### config.mk
export PLATFORM = sky130hd
export DESIGN_NAME = execute_stage_mc
export DESIGN_NICKNAME = d
export VERILOG_FILES = /design/src/rtl/execute_stage_mc.sv
export SDC_FILE = /design/constraint.sdc
export NUM_CORES = 2
export LEC_CHECK = 0
export ABC_AREA = 1
export BUFFER_PORTS_ARGS = -buffer_cell sky130_fd_sc_hd__buf_2
export CELL_PAD_IN_SITES_DETAIL_PLACEMENT = 1
export CELL_PAD_IN_SITES_GLOBAL_PLACEMENT = 2
export CORE_ASPECT_RATIO = 0.75
export CORE_UTILIZATION = 32
export CTS_CLUSTER_DIAMETER = 30
export CTS_CLUSTER_SIZE = 10
export DETAILED_ROUTE_END_ITERATION = 16
export PLACE_DENSITY_LB_ADDON = 0.12
export SLEW_MARGIN = 40
export SYNTH_ARGS = -nofsm -noshare
export SYNTH_HDL_FRONTEND = slang
export SYNTH_SLANG_ARGS = --single-unit
### constraint.sdc
create_clock -name clk -period 3.7 [get_ports clk]
set_input_delay 0.37 -clock clk [delete_from_list [all_inputs] [get_ports clk]]
set_output_delay 0.37 -clock clk [all_outputs]
set_load 0.01 [all_outputs]
### src/rtl/execute_stage_mc.sv
// Registered MIPS execute stage: valid/ready handshake on both sides, EX/MEM
// output register, and an iterative multiply/divide unit that owns HI/LO.
module execute_stage_mc #(
    parameter int unsigned WIDTH     = 32,
    parameter int unsigned REG_BITS  = 5,
    parameter bit          MULDIV_EN = 1'b1
) (
    input  logic                clk,
    input  logic                rst_n,
    input  logic                in_valid,
    output logic                in_ready,
    input  logic [WIDTH-1:0]    read_data1,
    input  logic [WIDTH-1:0]    read_data2,
    input  logic [WIDTH-1:0]    immediate,
    input  logic [5:0]          funct,
    input  logic [2:0]          alu_op,
    input  logic                alu_src,
    input  logic                reg_dst,
    input  logic [WIDTH-1:0]    last_pc,
    input  logic [REG_BITS-1:0] rt,
    input  logic [REG_BITS-1:0] rd,
    output logic                out_valid,
    input  logic                out_ready,
    output logic [WIDTH-1:0]    alu_result,
    output logic                zero,
    output logic [WIDTH-1:0]    branch_target,
    output logic [WIDTH-1:0]    store_data,
    output logic [REG_BITS-1:0] dest_reg,
    output logic [WIDTH-1:0]    hi,
    output logic [WIDTH-1:0]    lo,
    output logic                busy
);
    localparam int unsigned DW    = 2 * WIDTH;
    localparam int unsigned CNT_W = $clog2(WIDTH + 1);

    localparam logic [0:0] S_IDLE   = 1'b0;
    localparam logic [0:0] S_MULDIV = 1'b1;

    logic [0:0]          state_q, state_d;
    logic [CNT_W-1:0]    cnt_q, cnt_d;
    logic [DW-1:0]       acc_q, acc_d;
    logic [WIDTH-1:0]    opnd_q, opnd_d;
    logic                is_div_q, is_div_d;
    logic                neg_lo_q, neg_lo_d;
    logic                neg_hi_q, neg_hi_d;
    logic                div0_q, div0_d;
    logic                busy_q, busy_d;
    logic                out_valid_q, out_valid_d;
    logic [WIDTH-1:0]    alu_result_q, alu_result_d;
    logic                zero_q, zero_d;
    logic [WIDTH-1:0]    branch_target_q, branch_target_d;
    logic [WIDTH-1:0]    store_data_q, store_data_d;
    logic [REG_BITS-1:0] dest_reg_q, dest_reg_d;
    logic [WIDTH-1:0]    hi_q, hi_d;
    logic [WIDTH-1:0]    lo_q, lo_d;

    logic [WIDTH-1:0] op_b_c, alu_res_c;
    logic [4:0]       shamt_c;
    logic             is_md_c, signed_c, a_neg_c, b_neg_c, accept_c;
    logic [WIDTH-1:0] a_mag_c, b_mag_c;
    logic [WIDTH:0]   mul_sum_c, div_shift_c, div_diff_c;
    logic [DW-1:0]    mul_next_c, div_next_c, prod_c;
    logic [WIDTH-1:0] quot_c, rem_c, md_hi_c, md_lo_c;

    // Single-cycle ALU; mfhi/mflo read the HI/LO value current at acceptance
    always_comb begin
        op_b_c    = alu_src ? immediate : read_data2;
        shamt_c   = immediate[10:6];
        alu_res_c = read_data1 + op_b_c;
        case (alu_op)
            3'b001: alu_res_c = read_data1 - op_b_c;
            3'b011: alu_res_c = read_data1 & op_b_c;
            3'b100: alu_res_c = read_data1 | op_b_c;
            3'b101: alu_res_c = WIDTH'($signed(read_data1) < $signed(op_b_c));
            3'b010: begin
                case (funct)
                    6'h22, 6'h23: alu_res_c = read_data1 - op_b_c;
                    6'h24:        alu_res_c = read_data1 & op_b_c;
                    6'h25:        alu_res_c = read_data1 | op_b_c;
                    6'h26:        alu_res_c = read_data1 ^ op_b_c;
                    6'h27:        alu_res_c = ~(read_data1 | op_b_c);
                    6'h2A:        alu_res_c = WIDTH'($signed(read_data1) < $signed(op_b_c));
                    6'h2B:        alu_res_c = WIDTH'(read_data1 < op_b_c);
                    6'h00:        alu_res_c = op_b_c << shamt_c;
                    6'h02:        alu_res_c = op_b_c >> shamt_c;
                    6'h03:        alu_res_c = WIDTH'($signed(op_b_c) >>> shamt_c);
                    6'h10:        alu_res_c = hi_q;
                    6'h12:        alu_res_c = lo_q;
                    default:      ;
                endcase
            end
            default: ;
        endcase
    end

    // Mult/div decode and operand magnitudes for the signed variants
    always_comb begin
        is_md_c  = MULDIV_EN && (alu_op == 3'b010) && (funct[5:2] == 4'b0110);
        signed_c = ~funct[0];
        a_neg_c  = signed_c & read_data1[WIDTH-1];
        b_neg_c  = signed_c & read_data2[WIDTH-1];
        a_mag_c  = a_neg_c ? -read_data1 : read_data1;
        b_mag_c  = b_neg_c ? -read_data2 : read_data2;
    end

    // One shift-add or restoring-subtract step, plus sign fix-up of the final step
    always_comb begin
        mul_sum_c   = {1'b0, acc_q[DW-1:WIDTH]} + {1'b0, opnd_q & {WIDTH{acc_q[0]}}};
        mul_next_c  = {mul_sum_c, acc_q[WIDTH-1:1]};
        div_shift_c = acc_q[DW-1:WIDTH-1];
        div_diff_c  = div_shift_c - {1'b0, opnd_q};
        // Remainder stays below the divisor, so the borrow bit alone decides the step
        div_next_c  = div_diff_c[WIDTH] ? {div_shift_c[WIDTH-1:0], acc_q[WIDTH-2:0], 1'b0}
                                        : {div_diff_c[WIDTH-1:0], acc_q[WIDTH-2:0], 1'b1};
        prod_c      = neg_lo_q ? -mul_next_c : mul_next_c;
        quot_c      = div_next_c[WIDTH-1:0];
        rem_c       = div_next_c[DW-1:WIDTH];
        if (is_div_q) begin
            md_lo_c = div0_q ? {WIDTH{1'b1}} : (neg_lo_q ? -quot_c : quot_c);
            md_hi_c = neg_hi_q ? -rem_c : rem_c;
        end else begin
            md_lo_c = prod_c[WIDTH-1:0];
            md_hi_c = prod_c[DW-1:WIDTH];
        end
    end

    assign in_ready = (state_q == S_IDLE) && (!out_valid_q || out_ready);
    assign accept_c = in_valid && in_ready;

    // Next-state: FSM, mult/div datapath and EX/MEM output register
    always_comb begin
        state_d         = state_q;
        cnt_d           = cnt_q;
        acc_d           = acc_q;
        opnd_d          = opnd_q;
        is_div_d        = is_div_q;
        neg_lo_d        = neg_lo_q;
        neg_hi_d        = neg_hi_q;
        div0_d          = div0_q;
        busy_d          = busy_q;
        out_valid_d     = out_valid_q;
        alu_result_d    = alu_result_q;
        zero_d          = zero_q;
        branch_target_d = branch_target_q;
        store_data_d    = store_data_q;
        dest_reg_d      = dest_reg_q;
        hi_d            = hi_q;
        lo_d            = lo_q;
        if (state_q == S_MULDIV) begin
            acc_d = is_div_q ? div_next_c : mul_next_c;
            cnt_d = cnt_q - CNT_W'(1);
            if (cnt_q == CNT_W'(1)) begin
                state_d      = S_IDLE;
                busy_d       = 1'b0;
                hi_d         = md_hi_c;
                lo_d         = md_lo_c;
                out_valid_d  = 1'b1;
                alu_result_d = '0;
                zero_d       = 1'b1;
            end
        end else begin
            if (out_valid_q && out_ready) begin
                out_valid_d = 1'b0;
            end
            if (accept_c) begin
                branch_target_d = last_pc + (immediate << 2);
                store_data_d    = read_data2;
                dest_reg_d      = reg_dst ? rd : rt;
                if (is_md_c) begin
                    state_d     = S_MULDIV;
                    busy_d      = 1'b1;
                    cnt_d       = CNT_W'(WIDTH);
                    is_div_d    = funct[1];
                    acc_d       = {WIDTH'(0), (funct[1] ? a_mag_c : b_mag_c)};
                    opnd_d      = funct[1] ? b_mag_c : a_mag_c;
                    neg_lo_d    = a_neg_c ^ b_neg_c;
                    neg_hi_d    = a_neg_c;
                    div0_d      = (read_data2 == '0);
                    out_valid_d = 1'b0;
                end else begin
                    alu_result_d = alu_res_c;
                    zero_d       = (alu_res_c == '0);
                    out_valid_d  = 1'b1;
                end
            end
        end
    end

    // State and output registers
    always_ff @(posedge clk or negedge rst_n) begin
        if (!rst_n) begin
            state_q         <= S_IDLE;
            cnt_q           <= '0;
            acc_q           <= '0;
            opnd_q          <= '0;
            is_div_q        <= 1'b0;
            neg_lo_q        <= 1'b0;
            neg_hi_q        <= 1'b0;
            div0_q          <= 1'b0;
            busy_q          <= 1'b0;
            out_valid_q     <= 1'b0;
            alu_result_q    <= '0;
            zero_q          <= 1'b1;
            branch_target_q <= '0;
            store_data_q    <= '0;
            dest_reg_q      <= '0;
            hi_q            <= '0;
            lo_q            <= '0;
        end else begin
            state_q         <= state_d;
            cnt_q           <= cnt_d;
            acc_q           <= acc_d;
            opnd_q          <= opnd_d;
            is_div_q        <= is_div_d;
            neg_lo_q        <= neg_lo_d;
            neg_hi_q        <= neg_hi_d;
            div0_q          <= div0_d;
            busy_q          <= busy_d;
            out_valid_q     <= out_valid_d;
            alu_result_q    <= alu_result_d;
            zero_q          <= zero_d;
            branch_target_q <= branch_target_d;
            store_data_q    <= store_data_d;
            dest_reg_q      <= dest_reg_d;
            hi_q            <= hi_d;
            lo_q            <= lo_d;
        end
    end

    assign out_valid     = out_valid_q;
    assign alu_result    = alu_result_q;
    assign zero          = zero_q;
    assign branch_target = branch_target_q;
    assign store_data    = store_data_q;
    assign dest_reg      = dest_reg_q;
    assign hi            = hi_q;
    assign lo            = lo_q;
    assign busy          = busy_q;

endmodule

==> reports/qor.yml <==
outcome:
  outcome: "finished with violations"
  violations: "negative setup slack"
power:
  p_comb_frac: 0.300
  seqPwrFrac: 0.192
  power_switching_uw: 5750
  p_clk_frac: 0.507
  switching_share: 0.367
  p_per_area_nw_per_um2: 291
  leakagePower_uw: 0.0290
  ir_drop_uv: 300
  p_int_uw: 9930
route:
  antenna_left: 0
  initialDrtViolationCount: 6957
  wl_per_cell_um: 29.9
  drt-pass1-iter-count: 6
  avgViaCountPerCell: 5.77
  drc: 0
  finalWirelength_um: 282000
  vias: 54400
yosys:
  yosys_warnings: 0
  synth_edf_count: 0
  ys_top_cells_by_count: "1916 x nand2_1, 835 x inv_1, 772 x nand3_1"
  postSynthCellCount: 6372
  synth_cell_types: 67
  yosysSeqAreaShare: 0.190
  synth_top_area_frac: 0.199
  yosysTopAreaCell: "nand2_1"
  synthFlopType: "dfrtp_1"
  synth.most_common_cell: "nand2_1"
  synth-seq-cells: 275
  netlist_area_sq_um: 36200
  async_reset_ff_frac: 1.00
  synthesis.nets: 6727
  synth.area.top_cells: "nand2_1 20%, dfrtp_1 19%, nand3_1 11%"
  avgSynthCellArea_sq_um: 5.68
hold_path:
  hold_path_class: "input port to flop"
  whs_path_depth: 3
  hold_path_end: "dest_reg[3]"
  hold_path.startpoint: "rt[3]"
global_route:
  grt_usage: 0.475
  grt_pass1_vias: 52600
  antenna_found_initial: 29
  grt_max_degree: 118
  grt_pass1_wl_um: 388000
  grt_overflow: 0
timing:
  drv_slew: 0
  clock.fmax_mhz: 256
  timing.slew.headroom: 0.309
  final_hold_viol_count: 0
  setup_violations: 21
  fin_crit_ps: 3910
  tns_ps: -2060
  fin_crit_sh: 1.06
  worst_pin_slew_ps: 1030
  skew_ps: 62.7
  rsz0062_at_grt: "true"
  postLayoutSetupSlackWorst_ps: -212
floorplan:
  rows: 106
  die_area_sq_um: 115000
  coreArea_sq_um: 112000
  io_pins: 322
  initial_core_util: 0.324
  fp.dieH_um: 293
  die_x_um: 390
critical_path:
  startpoint_type: "flop"
  rr_startpoint: "acc_q[31]"
  r2r-end: "hi[19]"
  crit_path_end_kind: "flop"
  cp_data_required_time_ps: 4340
  worstPathArrival_ps: 4550
  crit_fanout: 5
  rrSetupSlack_ps: -210
  r2r_cells: 27
  critPathKind: "flop to flop"
placed_design:
  io_buffers: 321
  dp_hpwl_um: 234000
  pre_cts_slack_ps: -1110
  finalWeightedCongestion: 1.09
clocking:
  insertion_delay_ps: 740
  clock-sinks: 275
  htree_levels: 3
  cts_tree: "built"
  clk_pin_slew_ps: 50
  cts_made_buffers: 83
  clock_path_buffers: 3
  clock_tree.root_cell: "clkbuf_16"
final_layout:
  max_flop_register: "acc_q"
  synthToLayoutAreaGrowth_pct: 48.6
  nFillCells: 15100
  nets: 8196
  largest_register_ffs: 64
  drive_above_1_share: 0.277
job:
  cap_violations: 0
-- cell type report --
cell class | instances | area, sq um | area share
antenna | 10 | 25.0 | 0.000465
clock buffer | 108 | 2310 | 0.0429
clock inverter | 46 | 743 | 0.0138
inverter | 865 | 3260 | 0.0605
multi-input combinational | 4982 | 26500 | 0.492
sequential | 275 | 6900 | 0.128
tap | 1512 | 1890 | 0.0351
timing repair buffer | 1634 | 12200 | 0.227
-- power by group through the flow --
stage	Clock, uW	Sequential [uW]	Combinational [uW]
after global routing	8090	3020	4880
after global placement	0	3060	4350
after CTS	7960	3020	4430
final	7950	3020	4710
after floorplan	0	3060	1840
after detailed placement	0	3060	4380
-- routing by layer --
metal,vias up,GRT usage,wire length (um)
met5,-,0,192
met4,28,0.141,9450
met3,517,0.245,46100
met2,3305,0.611,104000
met1,26800,0.667,123000
li1,23800,-,-
-- through the flow --
stage | instance area (sq um) | power (uW) | hold slack (ps) | instances | util
2_1_floorplan | 36200 | 4900 | 74.4 | 6372 | -
3_3_place_gp | 48800 | 7410 | 379 | 9229 | 0.437
3_5_place_dp | 48800 | 7440 | 376 | 9229 | 0.437
4_1_cts | 52500 | 15400 | 0.119 | 9396 | 0.470
5_1_grt | 53800 | 16000 | 59.5 | 9422 | 0.481
6_report | 53800 | 15700 | 28.6 | 9432 | 0.481
-- cell families after synthesis --
logic type / Yosys count / synth area share
adders and majority gates: 202 / 0.0708
AOI/OAI and AO/OA: 1034 / 0.165
xor gates and xnor gates: 131 / 0.0317
buffers and inverters: 1118 / 0.119
and+or+nand+nor: 3612 / 0.423
DFF: 275 / 0.190
-- worst max path at each step --
stage | startpoint | endpoint | slack (ps) | cells past startpoint
2_1_floorplan | acc_q[31] | hi[26] | 340 | 28
3_3_place_gp | alu_src | zero | -1030 | 28
3_5_place_dp | alu_src | zero | -1110 | 25
4_1_cts | acc_q[31] | hi[18] | -110 | 29
5_1_grt | acc_q[31] | hi[28] | -250 | 29
6_report | acc_q[31] | hi[19] | -210 | 27
-- critical path, stage by stage, from the launching register on --
cell      delay [ps]
dfrtp_1          390
inv_2             80
ha_4             150
inv_4             40
fa_2             470
nand2_2          110
nand2_2           70
nand3_2           80
nand2_2           60
nand2_2           80
nand2_4           70
nand2_8          130
nand3_4          130
nand2_8          180
buf_6            150
nand2_4           50
buf_12           150
nand2_8           80
inv_4             40
nor2_4           210
buf_6            150
nand2_4           50
nor2_4           150
buf_6            120
nand3b_1         160
nand3_1          140
nand3_1           90
a22oi_1          190
-- layout by cell type, fill, tap and decap left out, drive strengths merged, types with 104 or more instances in the layout --
cell type and instances:
a21oi 312, buf 1628, clkbuf 109, dfrtp 274, ha 197, inv 861, nand2 1951, nand3 777
nor2 644, o21ai 425, xor2 104
-- what timing repair did --
action / in CTS / in global routing
resized for setup: 128 / 285
pin swaps: 32 / 74
endpoints found under the setup margin: 49 / 58
hold buffers: 5 / 0
hold endpoints to repair: 63 / 0
cloned: 2 / 1
buffers inserted: 7 / 24
Power figures use the tool's default switching activity.
